[src/rtl/io_bus_bridge_if.sv]
// CPU data-port and IO bus signal bundle for io_bus_bridge.
// cpu_err is present only when IO_BRIDGE_ERR_EN is defined.
interface io_bus_bridge_if;
    logic        cpu_valid;
    logic        cpu_ready;
    logic        cpu_we;
    logic [31:0] cpu_addr;
    logic [31:0] cpu_wdata;
    logic        cpu_rvalid;
    logic [31:0] cpu_rdata;
    logic [7:0]  io_addr;
    logic        io_en;
    logic        io_we;
    logic [31:0] io_data_write;
    logic [31:0] io_data_read;
    logic        wbuf_empty;
`ifdef IO_BRIDGE_ERR_EN
    logic        cpu_err;
`endif

    // Bridge side: requests are taken when cpu_valid && cpu_ready in the same
    // cycle; a requester holds cpu_valid and its payload stable until then.
    modport slave (
        input  cpu_valid, cpu_we, cpu_addr, cpu_wdata, io_data_read,
        output cpu_ready, cpu_rvalid, cpu_rdata, io_addr, io_en, io_we,
               io_data_write, wbuf_empty
`ifdef IO_BRIDGE_ERR_EN
        , output cpu_err
`endif
    );

    modport master (
        output cpu_valid, cpu_we, cpu_addr, cpu_wdata, io_data_read,
        input  cpu_ready, cpu_rvalid, cpu_rdata, io_addr, io_en, io_we,
               io_data_write, wbuf_empty
`ifdef IO_BRIDGE_ERR_EN
        , input cpu_err
`endif
    );
endinterface

[src/rtl/io_bus_bridge.sv]
// CPU data-port to IO bus bridge with a posted-write FIFO; reads wait behind buffered writes.
// Optional macro IO_BRIDGE_ERR_EN adds cpu_err for out-of-window accesses.
module io_bus_bridge #(
    parameter logic [31:0] IO_BASE    = 32'h8000_0000,
    parameter int unsigned WBUF_DEPTH = 4,
    parameter int unsigned IO_RD_LAT  = 0
) (
    input  logic           clk,
    input  logic           reset,
    io_bus_bridge_if.slave bus,
    output logic [1:0]     dbg_state_o
);
    localparam int unsigned PW = $clog2(WBUF_DEPTH);
    localparam int unsigned CW = $clog2(WBUF_DEPTH) + 1;

    typedef enum logic [1:0] {
        ST_IDLE     = 2'd0,
        ST_DRAIN    = 2'd1,
        ST_RD_ISSUE = 2'd2,
        ST_RESP     = 2'd3
    } state_t;

    state_t          state_q, state_d;
    logic [CW-1:0]   count_q, count_d;
    logic [PW-1:0]   wr_ptr_q, wr_ptr_d;
    logic [PW-1:0]   rd_ptr_q, rd_ptr_d;
    logic [7:0]      rd_addr_q, rd_addr_d;
    logic [31:0]     rdata_q, rdata_d;
    logic [1:0]      lat_q, lat_d;
    logic [7:0]      hold_addr_q, hold_addr_d;
    logic [31:0]     hold_data_q, hold_data_d;
    logic [39:0]     mem_q [WBUF_DEPTH];

    logic            in_win;
    logic            ready_c;
    logic            accept;
    logic            push;
    logic            pop;
    logic            io_en_c;
    logic            io_we_c;
    logic [7:0]      io_addr_c;
    logic [31:0]     io_wdata_c;
    logic            rvalid_c;

    assign in_win  = (bus.cpu_addr[31:8] == IO_BASE[31:8]);
    // Reset gates the handshake so nothing is taken in the reset cycle itself.
    assign ready_c = !reset && (state_q == ST_IDLE) && (count_q < CW'(WBUF_DEPTH));
    assign accept  = bus.cpu_valid && ready_c;
    assign push    = accept && bus.cpu_we && in_win;
    assign pop     = !reset && (count_q != '0) && (state_q != ST_RD_ISSUE);

    always_comb begin
        state_d    = state_q;
        rd_addr_d  = rd_addr_q;
        rdata_d    = rdata_q;
        lat_d      = lat_q;
        io_en_c    = 1'b0;
        io_we_c    = 1'b0;
        io_addr_c  = hold_addr_q;
        io_wdata_c = hold_data_q;
        rvalid_c   = 1'b0;

        if (pop) begin
            io_en_c    = 1'b1;
            io_we_c    = 1'b1;
            io_addr_c  = mem_q[rd_ptr_q][39:32];
            io_wdata_c = mem_q[rd_ptr_q][31:0];
        end

        case (state_q)
            ST_IDLE: begin
                if (accept && !bus.cpu_we) begin
                    if (in_win) begin
                        rd_addr_d = bus.cpu_addr[7:0];
                        state_d   = ST_DRAIN;
                    end else begin
                        rdata_d = '0;
                        state_d = ST_RESP;
                    end
                end
            end
            ST_DRAIN: begin
                lat_d = '0;
                if (count_q == '0) begin
                    state_d = ST_RD_ISSUE;
                end
            end
            ST_RD_ISSUE: begin
                io_en_c   = !reset;
                io_we_c   = 1'b0;
                io_addr_c = rd_addr_q;
                // Data is captured only on the final cycle of the held strobe.
                if (lat_q == 2'(IO_RD_LAT)) begin
                    rdata_d = bus.io_data_read;
                    state_d = ST_RESP;
                end else begin
                    lat_d = lat_q + 2'd1;
                end
            end
            ST_RESP: begin
                rvalid_c = !reset;
                state_d  = ST_IDLE;
            end
            default: state_d = ST_IDLE;
        endcase
    end

    always_comb begin
        count_d = count_q;
        case ({push, pop})
            2'b10:   count_d = count_q + CW'(1);
            2'b01:   count_d = count_q - CW'(1);
            default: count_d = count_q;
        endcase
        wr_ptr_d    = push ? wr_ptr_q + PW'(1) : wr_ptr_q;
        rd_ptr_d    = pop  ? rd_ptr_q + PW'(1) : rd_ptr_q;
        hold_addr_d = io_addr_c;
        hold_data_d = io_wdata_c;
    end

    always_ff @(posedge clk) begin
        if (reset) begin
            state_q     <= ST_IDLE;
            count_q     <= '0;
            wr_ptr_q    <= '0;
            rd_ptr_q    <= '0;
            rd_addr_q   <= '0;
            rdata_q     <= '0;
            lat_q       <= '0;
            hold_addr_q <= '0;
            hold_data_q <= '0;
        end else begin
            state_q     <= state_d;
            count_q     <= count_d;
            wr_ptr_q    <= wr_ptr_d;
            rd_ptr_q    <= rd_ptr_d;
            rd_addr_q   <= rd_addr_d;
            rdata_q     <= rdata_d;
            lat_q       <= lat_d;
            hold_addr_q <= hold_addr_d;
            hold_data_q <= hold_data_d;
        end
    end

    // Storage needs no reset: entries are only read when count says they are valid.
    always_ff @(posedge clk) begin
        if (push) begin
            mem_q[wr_ptr_q] <= {bus.cpu_addr[7:0], bus.cpu_wdata};
        end
    end

`ifdef IO_BRIDGE_ERR_EN
    logic err_wr_q;
    logic oow_rd_q;

    always_ff @(posedge clk) begin
        if (reset) begin
            err_wr_q <= 1'b0;
            oow_rd_q <= 1'b0;
        end else begin
            err_wr_q <= accept && bus.cpu_we && !in_win;
            if (accept && !bus.cpu_we) begin
                oow_rd_q <= !in_win;
            end
        end
    end

    assign bus.cpu_err = !reset && (err_wr_q || ((state_q == ST_RESP) && oow_rd_q));
`endif

    assign bus.cpu_ready     = ready_c;
    assign bus.cpu_rvalid    = rvalid_c;
    assign bus.cpu_rdata     = rdata_q;
    assign bus.io_en         = io_en_c;
    assign bus.io_we         = io_we_c;
    assign bus.io_addr       = io_addr_c;
    assign bus.io_data_write = io_wdata_c;
    assign bus.wbuf_empty    = (count_q == '0) && (state_q == ST_IDLE);
    assign dbg_state_o       = state_q;
endmodule

[src/flat_wrapper.sv]
// flat-port wrapper written by rule: the top's interface ports become plain ports
module io_bus_bridge_flat 
#(
    parameter logic [31:0] IO_BASE    = 32'h8000_0000,
    parameter int unsigned WBUF_DEPTH = 4,
    parameter int unsigned IO_RD_LAT  = 0
)
  (clk, reset, dbg_state_o, bus_cpu_valid, bus_cpu_we, bus_cpu_addr, bus_cpu_wdata, bus_io_data_read, bus_cpu_ready, bus_cpu_rvalid, bus_cpu_rdata, bus_io_addr, bus_io_en, bus_io_we, bus_io_data_write, bus_wbuf_empty);
  io_bus_bridge_if bus_i ();
  input  logic clk;
  input  logic reset;
  output logic [1:0] dbg_state_o;
  input wire logic [$bits(bus_i.cpu_valid)-1:0] bus_cpu_valid;
  input wire logic [$bits(bus_i.cpu_we)-1:0] bus_cpu_we;
  input wire logic [$bits(bus_i.cpu_addr)-1:0] bus_cpu_addr;
  input wire logic [$bits(bus_i.cpu_wdata)-1:0] bus_cpu_wdata;
  input wire logic [$bits(bus_i.io_data_read)-1:0] bus_io_data_read;
  output wire logic [$bits(bus_i.cpu_ready)-1:0] bus_cpu_ready;
  output wire logic [$bits(bus_i.cpu_rvalid)-1:0] bus_cpu_rvalid;
  output wire logic [$bits(bus_i.cpu_rdata)-1:0] bus_cpu_rdata;
  output wire logic [$bits(bus_i.io_addr)-1:0] bus_io_addr;
  output wire logic [$bits(bus_i.io_en)-1:0] bus_io_en;
  output wire logic [$bits(bus_i.io_we)-1:0] bus_io_we;
  output wire logic [$bits(bus_i.io_data_write)-1:0] bus_io_data_write;
  output wire logic [$bits(bus_i.wbuf_empty)-1:0] bus_wbuf_empty;
  assign bus_i.cpu_valid = bus_cpu_valid;
  assign bus_i.cpu_we = bus_cpu_we;
  assign bus_i.cpu_addr = bus_cpu_addr;
  assign bus_i.cpu_wdata = bus_cpu_wdata;
  assign bus_i.io_data_read = bus_io_data_read;
  assign bus_cpu_ready = bus_i.cpu_ready;
  assign bus_cpu_rvalid = bus_i.cpu_rvalid;
  assign bus_cpu_rdata = bus_i.cpu_rdata;
  assign bus_io_addr = bus_i.io_addr;
  assign bus_io_en = bus_i.io_en;
  assign bus_io_we = bus_i.io_we;
  assign bus_io_data_write = bus_i.io_data_write;
  assign bus_wbuf_empty = bus_i.wbuf_empty;
  io_bus_bridge #(.IO_BASE(IO_BASE), .WBUF_DEPTH(WBUF_DEPTH), .IO_RD_LAT(IO_RD_LAT)) u_core (.clk(clk), .reset(reset), .bus(bus_i), .dbg_state_o(dbg_state_o));
endmodule
[config.mk]
export PLATFORM = sky130hd
export DESIGN_NAME = io_bus_bridge_flat
export DESIGN_NICKNAME = d
export VERILOG_FILES = /design/src/rtl/io_bus_bridge_if.sv /design/src/rtl/io_bus_bridge.sv /design/src/flat_wrapper.sv
export SDC_FILE = /design/constraint.sdc
export NUM_CORES = 1
export LEC_CHECK = 0
export ABC_AREA = 1
export BUFFER_PORTS_ARGS = -buffer_cell sky130_fd_sc_hd__buf_4
export CORE_MARGIN = 5
export CORE_UTILIZATION = 30
export CTS_CLUSTER_DIAMETER = 30
export DETAILED_ROUTE_END_ITERATION = 10
export PLACE_DENSITY_LB_ADDON = 0.05
export SKIP_LAST_GASP = 1
export SLEW_MARGIN = 20
export SYNTH_ARGS = -nofsm -noshare
export SYNTH_HDL_FRONTEND = slang
export SYNTH_SLANG_ARGS = --single-unit
[constraint.sdc]
create_clock -name clk -period 5.8 [get_ports clk]
set_clock_uncertainty 0.15 [all_clocks]
set_input_delay 1.74 -clock clk [delete_from_list [all_inputs] [get_ports clk]]
set_output_delay 1.74 -clock clk [all_outputs]
set_load 0.02 [all_outputs]
==> run metrics, run 1 <==
first-pass GRT wire length=44.4 mm; gr usage total=approximately 15%; total power=between 6000 and 7000 uW; CTS Hold Bufs=0; status=complete, no violations; Syn Nets=1158; Peak VDD IR=~280 uV; NetSw=approximately 1700 uW; CP peak stage delay=0.43 ns; Routed Antenna Nets=0; Startpoint Class=input pin; fraction of layout cells with a size suffix above 1=approximately 25%; most used flip-flop cell after synthesis=edfxtp_1; synth warn=0; clock share of power=between 50% and 60%; Clock Path Buffers=3; Cell variety after synth=28; Slew @ Worst Pin=0.941 ns; Inst Count DP=1633; CTS tree=done; Layout fillers=3288; Die H=195 um; Pwr per Cell Area=around 480 nW/um^2; GR Layer Usage met1=about a fifth; fin area=14400 um^2; routed wire length per instance=between 15 and 20 um; Gate power share=about 15%; FFs w/ async S/R, synth=0%; Post-CTS Resized=0; final cell count without fillers=1757; initial antenna violation count=0; DIE AREA=37900 um^2; Post-synth EDFFs=160; commonest cells in the netlist=251 x nand2_1, 160 x edfxtp_1, 146 x nor2_1; CP max FO=29; Tcrit/Tclk final=between 80% and 90%; worst-path cell chain=buf_4, inv_2, nand2_2, inv_2, nand2_2, buf_4, nand2_1, nand2_1, buf_4; setup TNS=0 ns; fmax=201 MHz; dominant cell type by area after synthesis=edfxtp_1; max-slew violation total from the final report=0; max_cap viols=0; final wirelength=27.9 mm; GR peak layer=met2; DRC viols=0; CTS clk-pin slew, worst paths=0.04 ns; # port buffers=roughly 180; clk sink count=253; top-count cell post-synth=nand2_1; critical path type=in2out; Flop pwr share=a little under a third; RePlAce Congestion=0.691; RSZ-0062 raised after global routing=false; hold crit path type=reg2reg; Nets=around 1.4k; largest cells by area after synthesis=edfxtp_1 47%, dfxtp_1 18%, nand2_1 9.2%; largest net degree at the start of global routing=between 90 and 100; H-tree levels=3; Starting Density=30.5%; chip width=195 um; synthesized area=between 10000 and 15000 um^2; number of global-route vias before repair=8001; met3 Resource Use GR=~3.9%; #FFs+latches synth=253; Placed Instance Area=12000 um^2; CTS Buf Count=70; Core Area=33600 um^2; IO Pins=179; Post-Synthesis Cells=1046; Clock Latency Late Sink=0.53 ns; Critical Path AT=3.09 ns; cell-internal power=5120 uW; row cnt=67; total congestion overflow=0; leakage=about 0.006 uW; area grow syn2layout=40.2%; DR iter-0 viols=288; min cycle time layout=4.98 ns; synthesized area per cell=9.79 um^2; DP HPWL=roughly 16 mm; CP dominant cell by count=buf_4; Sw Share=25.1%; Root Buffer=clkbuf_16; Via density=4.40; Final Setup Violations=0; met2 Use GR=23.5%; DRT Pass-1 Iters=4; crit path capture type=primary output; Ant. Diodes=0; Vias=7738; Synth top area share=~47%; worst endpoint required time=approximately 4 ns; sequential fraction of the synthesis area=between 60% and 70%; Slew headroom=37.3%; Final Hold Fails=0; postcts setup bufs=0; CP max stage cell=buf_4
-- per-layer routing --
layer,vias up,routed length [um]
li1,3941,-
met1,3566,13200
met2,185,12600
met3,46,1540
met4,0,538
met5,-,0
-- cell usage in the layout, fill, tap and decap left out, drive strengths merged --
master,instances
nor2,153
clkinvlp,1
dfxtp,93
edfxtp,160
a21oi,70
clkbuf,91
nand4,3
o211ai,2
o21ai,92
buf,196
nand2,254
nand3,31
bufinv,8
fa,1
mux2i,5
and2,1
clkinv,25
inv,76
or2,1
o22ai,34
ha,11
nor3,1
-- sequential cells by signal, summed over array words and instances, names as in the netlist, named ones only --
| signal | cells |
|---|---|
| u_core.count_q | 3 |
| u_core.dbg_state_o | 2 |
| u_core.lat_q | 2 |
| u_core.hold_addr_q | 8 |
| u_core.rd_addr_q | 8 |
| u_core.bus.cpu_rdata | 32 |
| u_core.mem_q | 160 |
| u_core.hold_data_q | 32 |
| u_core.rd_ptr_q | 2 |
| u_core.wr_ptr_q | 2 |
-- cells by family (layout without fill, tap and decap cells) --
| group | count (synthesis) | in the layout | share of synthesized area, % |
|---|---|---|---|
| AND/OR/NAND/NOR | 444 | 444 | 17.2 |
| buffers and inverters | 134 | 397 | 5.51 |
| flip-flops | 253 | 253 | 65.1 |
| multiplexers | 5 | 5 | 0.489 |
| AO/OA/AOI/OAI | 198 | 198 | 10.2 |
| adder cells (fa/ha/maj) | 12 | 12 | 1.54 |
-- layout make-up --
cell class	instances	area [um^2]	area share [%]
Tap cell	448	561	3.90
Clock inverter	33	355	2.47
Timing Repair Buffer	196	1470	10.2
Inverter	77	289	2.01
Clock buffer	91	1960	13.7
Sequential cell	253	6670	46.5
Multi-Input combinational cell	659	3050	21.2
-- worst paths after layout --
check	cells past startpoint	slack [ns]	start	to
worst min-delay path	1	0.29	u_core.lat_q[0]$_SDFFE_PP0P_	u_core.lat_q[0]$_SDFFE_PP0P_
worst max-delay path	9	0.82	reset	bus_io_data_write[6]
worst max register to register	7	2.76	u_core.dbg_state_o[0]$_SDFFE_PP0P_	u_core.mem_q[1][7]$_DFFE_PP_
worst min register to register	1	0.29	u_core.lat_q[0]$_SDFFE_PP0P_	u_core.lat_q[0]$_SDFFE_PP0P_
-- worst max-delay path: cells and delay by family --
kind,cells,cell delay [ns]
buffers and inverters,5,0.76
AND/OR/NAND/NOR,4,0.58
-- power by group through the flow --
| stage | registers [uW] | logic [uW] | clock network, uW |
|---|---|---|---|
| after floorplan | 2230 | 592 | 0 |
| after global placement | 2110 | 1050 | 0 |
| after detailed placement | 2120 | 1060 | 0 |
| after CTS | 2090 | 1060 | 3800 |
| after global routing | 2100 | 1180 | 3910 |
| final | 2090 | 1040 | 3710 |
-- through the flow --
step	hold WS (ns)	util (%)	setup WS (ns)
detailed placement	0.291	35.8	0.783
global route	0.333	42.7	0.654
CTS	0.298	42.7	0.760
global placement	0.290	35.8	0.800
floorplan	0.272	-	1.07
finish	0.294	42.7	0.816
Note: power is estimated with default switching activity, not from simulation.
==> run 2, diff against run 1 <==
--- a/config.mk
+++ b/config.mk
@@ -9,9 +9,11 @@
 export BUFFER_PORTS_ARGS = -buffer_cell sky130_fd_sc_hd__buf_4
 export CORE_MARGIN = 5
 export CORE_UTILIZATION = 30
+export CTS_BUF_LIST = sky130_fd_sc_hd__clkbuf_4
 export CTS_CLUSTER_DIAMETER = 30
 export DETAILED_ROUTE_END_ITERATION = 10
 export PLACE_DENSITY_LB_ADDON = 0.05
+export RECOVER_POWER = 25
 export SKIP_LAST_GASP = 1
 export SLEW_MARGIN = 20
 export SYNTH_ARGS = -nofsm -noshare
==> run 2 against run 1 <==
  * Wire length shrank 0.36%
  * Clock power is 53% lower
  * Critical path depth unchanged
  * Cell count up 0.91%
  * Global-route usage barely moved
  * Maximum frequency up 0.32%
  * Register-to-register slack is essentially flat
  * Sequential power about the same
  * First-iteration DRC count up 4.5%
  * Flip-flop and latch count did not move
  * Non-clock buffer count unchanged
  * Critical path type unchanged
==> run metrics, run 2 (same netlist as run 1, synthesis figures left out) <==
routed wire length per instance=15.7 um; CP dominant cell by count=buf_4; CP delay by family, top=buffers and inverters; CP max FO=29; Clock Path Buffers=3; CTS tree=done; crit path capture type=primary output; Tcrit/Tclk final=85.7%; first-pass GRT wire length=44.2 mm; # port buffers=178; Peak VDD IR=~210 uV; fmax=approximately 200 MHz; IO Pins=about 180; most frequent cells in the layout=251 x nand2_1, 160 x buf_4, 160 x edfxtp_1; Routed Antenna Nets=0; Critical Path AT=3.08 ns; worst-path cell chain=buf_4, inv_2, nand2_2, inv_2, nand2_2, buf_4, nand2_1, nand2_1, buf_4; DRC viols=0; area grow syn2layout=26.0%; CTS Buf Count=79; RePlAce Congestion=0.691; Via density=approximately 4.4; number of global-route vias before repair=8012; postcts setup bufs=0; met3 wire length=approximately 1.5 mm; commonest non-fill, non-tap cell in the layout=nand2_1; Buffers & Inverters on Critical Path=5; leakage=between 0.005 and 0.006 uW; Die H=195 um; setup TNS=0 ns; row cnt=67; CTS clk-pin slew, worst paths=0.05 ns; min cycle time layout=between 4 and 5 ns; Final Setup Violations=0; Vias=7800; fraction of layout cells with a size suffix above 1=23.0%; DIE AREA=37900 um^2; total congestion overflow=0; CP max stage cell=buf_4; Nets=~1.4k; max_cap viols=0; Largest register FFs=160; CP peak stage delay=0.41 ns; DP HPWL=~16 mm; Top reg by flops=u_core.mem_q; Post-CTS Resized=0; chip width=195 um; Starting Density=30.5%; largest net degree at the start of global routing=93; DR iter-0 viols=between 300 and 400; CTS Hold Bufs=0; initial antenna violation count=2; Final Hold Fails=0; Pwr per Cell Area=376 nW/um^2; DR top layer=met5; critical path type=in2out; Clock Latency Late Sink=0.66 ns; total power=4850 uW; status=complete, no violations; Slew headroom=38.0%; Slew @ Worst Pin=roughly 0.93 ns; RSZ-0062 raised after global routing=false; Root Buffer=clkbuf_4; gr usage total=14.5%; M1 wire length=13.2 mm; worst endpoint required time=3.91 ns; DRT Pass-1 Iters=6; clk sink count=around 250; Core Area=33600 um^2; Startpoint Class=input pin; max-slew violation total from the final report=0; hold crit path type=reg2reg; final wirelength=27.8 mm; H-tree levels=3; met2 routed WL=around 12 mm
## run 2: cell count changes in the layout (fill, tap and decap cells not counted)
cell,change
clkinv_1,+9
buf_4,-36
inv_2,+1
clkbuf_1,+25
clkbuf_4,+111
bufinv_16,-6
clkbuf_8,-7
clkinv_2,-8
diode_2,+1
clkinvlp_4,-1
clkbuf_16,-73
## run 2: path summary, 6_finish.rpt
path	end	cells past startpoint	slack (ns)	startpoint
worst max-delay path	bus_io_data_write[6]	9	0.83	reset
worst min-delay path	u_core.count_q[0]$_SDFFE_PP0P_	1	0.30	u_core.count_q[0]$_SDFFE_PP0P_
worst max register to register	u_core.mem_q[1][36]$_DFFE_PP_	7	2.76	u_core.dbg_state_o[1]$_SDFFE_PP0P_
worst min register to register	u_core.count_q[0]$_SDFFE_PP0P_	1	0.30	u_core.count_q[0]$_SDFFE_PP0P_
## run 2: routing by layer
| layer | vias to the layer above | global-route usage [%] |
|---|---|---|
| met5 | - | 0 |
| met4 | 2 | 5.72 |
| met3 | 56 | 4.16 |
| met2 | 199 | 23.3 |
| met1 | 3566 | 18.7 |
| li1 | 3977 | - |
## run 2: layout make-up
| cell class | instances | area, um^2 |
|---|---|---|
| clock inverters | 28 | 165 |
| well taps | 448 | 561 |
| inverters | 77 | 289 |
| repair buffers | 196 | 1340 |
| flip-flops and latches | 253 | 6670 |
| diodes | 1 | 2.50 |
| fillers | 3458 | 20700 |
| multi-input cells | 659 | 3050 |
| clock buffers | 111 | 833 |
## run 2: stage by stage
step,hold slack (ns),instances,area (um^2),util (%),worst slack (ns)
CTS,0.302,1772,13000,38.8,0.760
finish,0.300,1773,12900,38.4,0.832
detailed placement,0.291,1633,12000,35.8,0.783
floorplan,0.272,1046,10200,-,1.07
global placement,0.290,1633,12000,35.8,0.800
global route,0.336,1773,12900,38.4,0.654
## run 2: where the power goes
part           switching, uW  leakage, uW  internal, uW  total [uW]
Combinational            634      0.00261           393        1030
Sequential              59.7      0.00219          2020        2080
Clock                    771     0.000596           970        1740
Total                   1460      0.00540          3380        4850
==> run 3, diff against run 2 <==
--- a/config.mk
+++ b/config.mk
@@ -13,7 +13,6 @@
 export CTS_CLUSTER_DIAMETER = 30
 export DETAILED_ROUTE_END_ITERATION = 10
 export PLACE_DENSITY_LB_ADDON = 0.05
-export RECOVER_POWER = 25
 export SKIP_LAST_GASP = 1
 export SLEW_MARGIN = 20
 export SYNTH_ARGS = -nofsm -noshare
==> run 3 against run 2 <==
  * Cell count unchanged
  * Power up 0.24%
  * Largest cell class unchanged
  * Sequential power about the same
  * Critical path type unchanged
  * Critical path depth unchanged
  * Clock-buffer cell count unchanged
  * Critical endpoint unchanged
==> run metrics, run 3 (same netlist as run 1, synthesis figures left out) <==
status=complete, no violations; Vias=slightly below 8k; setup TNS=0 ns; DR iter-0 viols=284; gr usage total=14.5%; Final Hold Fails=0; crit path capture type=primary output; Tcrit/Tclk final=a little under nine tenths; # port buffers=roughly 180; largest net degree at the start of global routing=93; critical path type=in2out; clk sink count=253; fraction of layout cells with a size suffix above 1=25.8%; min cycle time layout=4.98 ns; Slew @ Worst Pin=0.930 ns; worst r2r path cells=7; Final Setup Violations=0; Die H=a little under 200 um; total congestion overflow=0; DIE AREA=~38000 um^2; Starting Density=about 30%; hold crit path type=reg2reg; Startpoint Class=input pin; worst endpoint required time=3.91 ns; final wirelength=around 28 mm; CTS Hold Bufs=0; Post-CTS Resized=0; Inst Count DP=roughly 1.6k; first-pass GRT wire length=44.2 mm; Slew headroom=between 30% and 40%; fmax=201 MHz; Core Area=33600 um^2; CTS tree=done; Pwr per Cell Area=between 300 and 400 nW/um^2; CP max FO=29; CTS Buf Count=79; max_cap viols=0; area grow syn2layout=27.3%; most frequent cells in the layout=251 x nand2_1, 196 x buf_4, 160 x edfxtp_1; H-tree levels=3; RSZ-0062 raised after global routing=false; hold depth=1; DP HPWL=16.5 mm; leakage=0.00553 uW; final cell count without fillers=1773; Peak VDD IR=around 210 uV; DRC viols=0; IO Pins=about 180; Critical Path AT=3.09 ns; postcts setup bufs=0; RePlAce Congestion=0.691; Clock Latency Late Sink=slightly below 0.7 ns; CTS clk-pin slew, worst paths=0.05 ns; initial antenna violation count=1; Top reg by flops=u_core.mem_q; chip width=between 150 and 200 um; DRT Pass-1 Iters=4; Root Buffer=clkbuf_4; row cnt=67; Nets=1378; Via density=4.41; routed wire length per instance=approximately 16 um; Largest register FFs=160; Clock Path Buffers=3; number of global-route vias before repair=8012; commonest non-fill, non-tap cell in the layout=nand2_1; Routed Antenna Nets=0; max-slew violation total from the final report=0
## run 3: changes by cell type in the layout (fill, tap and decap cells not counted)
cell / previous run / this run
buf_4: 160 / 196
clkbuf_1: 36 / 0
## run 3: cell type report
class / instances / area, um^2
tap: 448 / 561
inverter: 77 / 289
antenna: 1 / 2.50
clock inverter: 28 / 165
fill: 3436 / 20600
multi-input combinational: 659 / 3050
clock buffer: 111 / 833
sequential: 253 / 6670
timing repair buffer: 196 / 1470
## run 3: worst max-delay path: stages
cell and delay, ns:
buf_4 0.09, inv_2 0.03, nand2_2 0.16, inv_2 0.06, nand2_2 0.19, buf_4 0.42, nand2_1 0.13, nand2_1 0.10
buf_4 0.14
## run 3: path summary, 6_finish.rpt
| path | startpoint | end | slack (ns) |
|---|---|---|---|
| min reg2reg | u_core.count_q[0]$_SDFFE_PP0P_ | u_core.count_q[0]$_SDFFE_PP0P_ | 0.30 |
| max | reset | bus_io_data_write[6] | 0.82 |
| max reg2reg | u_core.dbg_state_o[1]$_SDFFE_PP0P_ | u_core.mem_q[1][36]$_DFFE_PP_ | 2.77 |
| min | u_core.count_q[0]$_SDFFE_PP0P_ | u_core.count_q[0]$_SDFFE_PP0P_ | 0.30 |
## run 3: stage by stage
step,instance area [um^2],setup slack [ns],utilization [%],hold slack (ns),total power (uW)
global route,13000,0.654,38.8,0.336,5200
global placement,12000,0.800,35.8,0.290,3170
floorplan,10200,1.07,-,0.272,2830
finish,13000,0.819,38.8,0.300,4860
detailed placement,12000,0.783,35.8,0.291,3170
CTS,13000,0.760,38.8,0.302,4960
## run 3: routing by layer
layer | routed length (um) | GRT usage (%) | vias up
met5 | 0 | 0 | -
met4 | 629 | 5.72 | 0
met3 | 1540 | 4.16 | 55
met2 | 12500 | 23.3 | 196
met1 | 13100 | 18.7 | 3586
li1 | - | - | 3977
## run 3: report_power, final
part	internal [uW]	total (uW)	switching [uW]	leakage [uW]
combinational	404	1040	634	0.00274
clock	970	1740	772	0.000596
sequential	2020	2080	59.7	0.00219
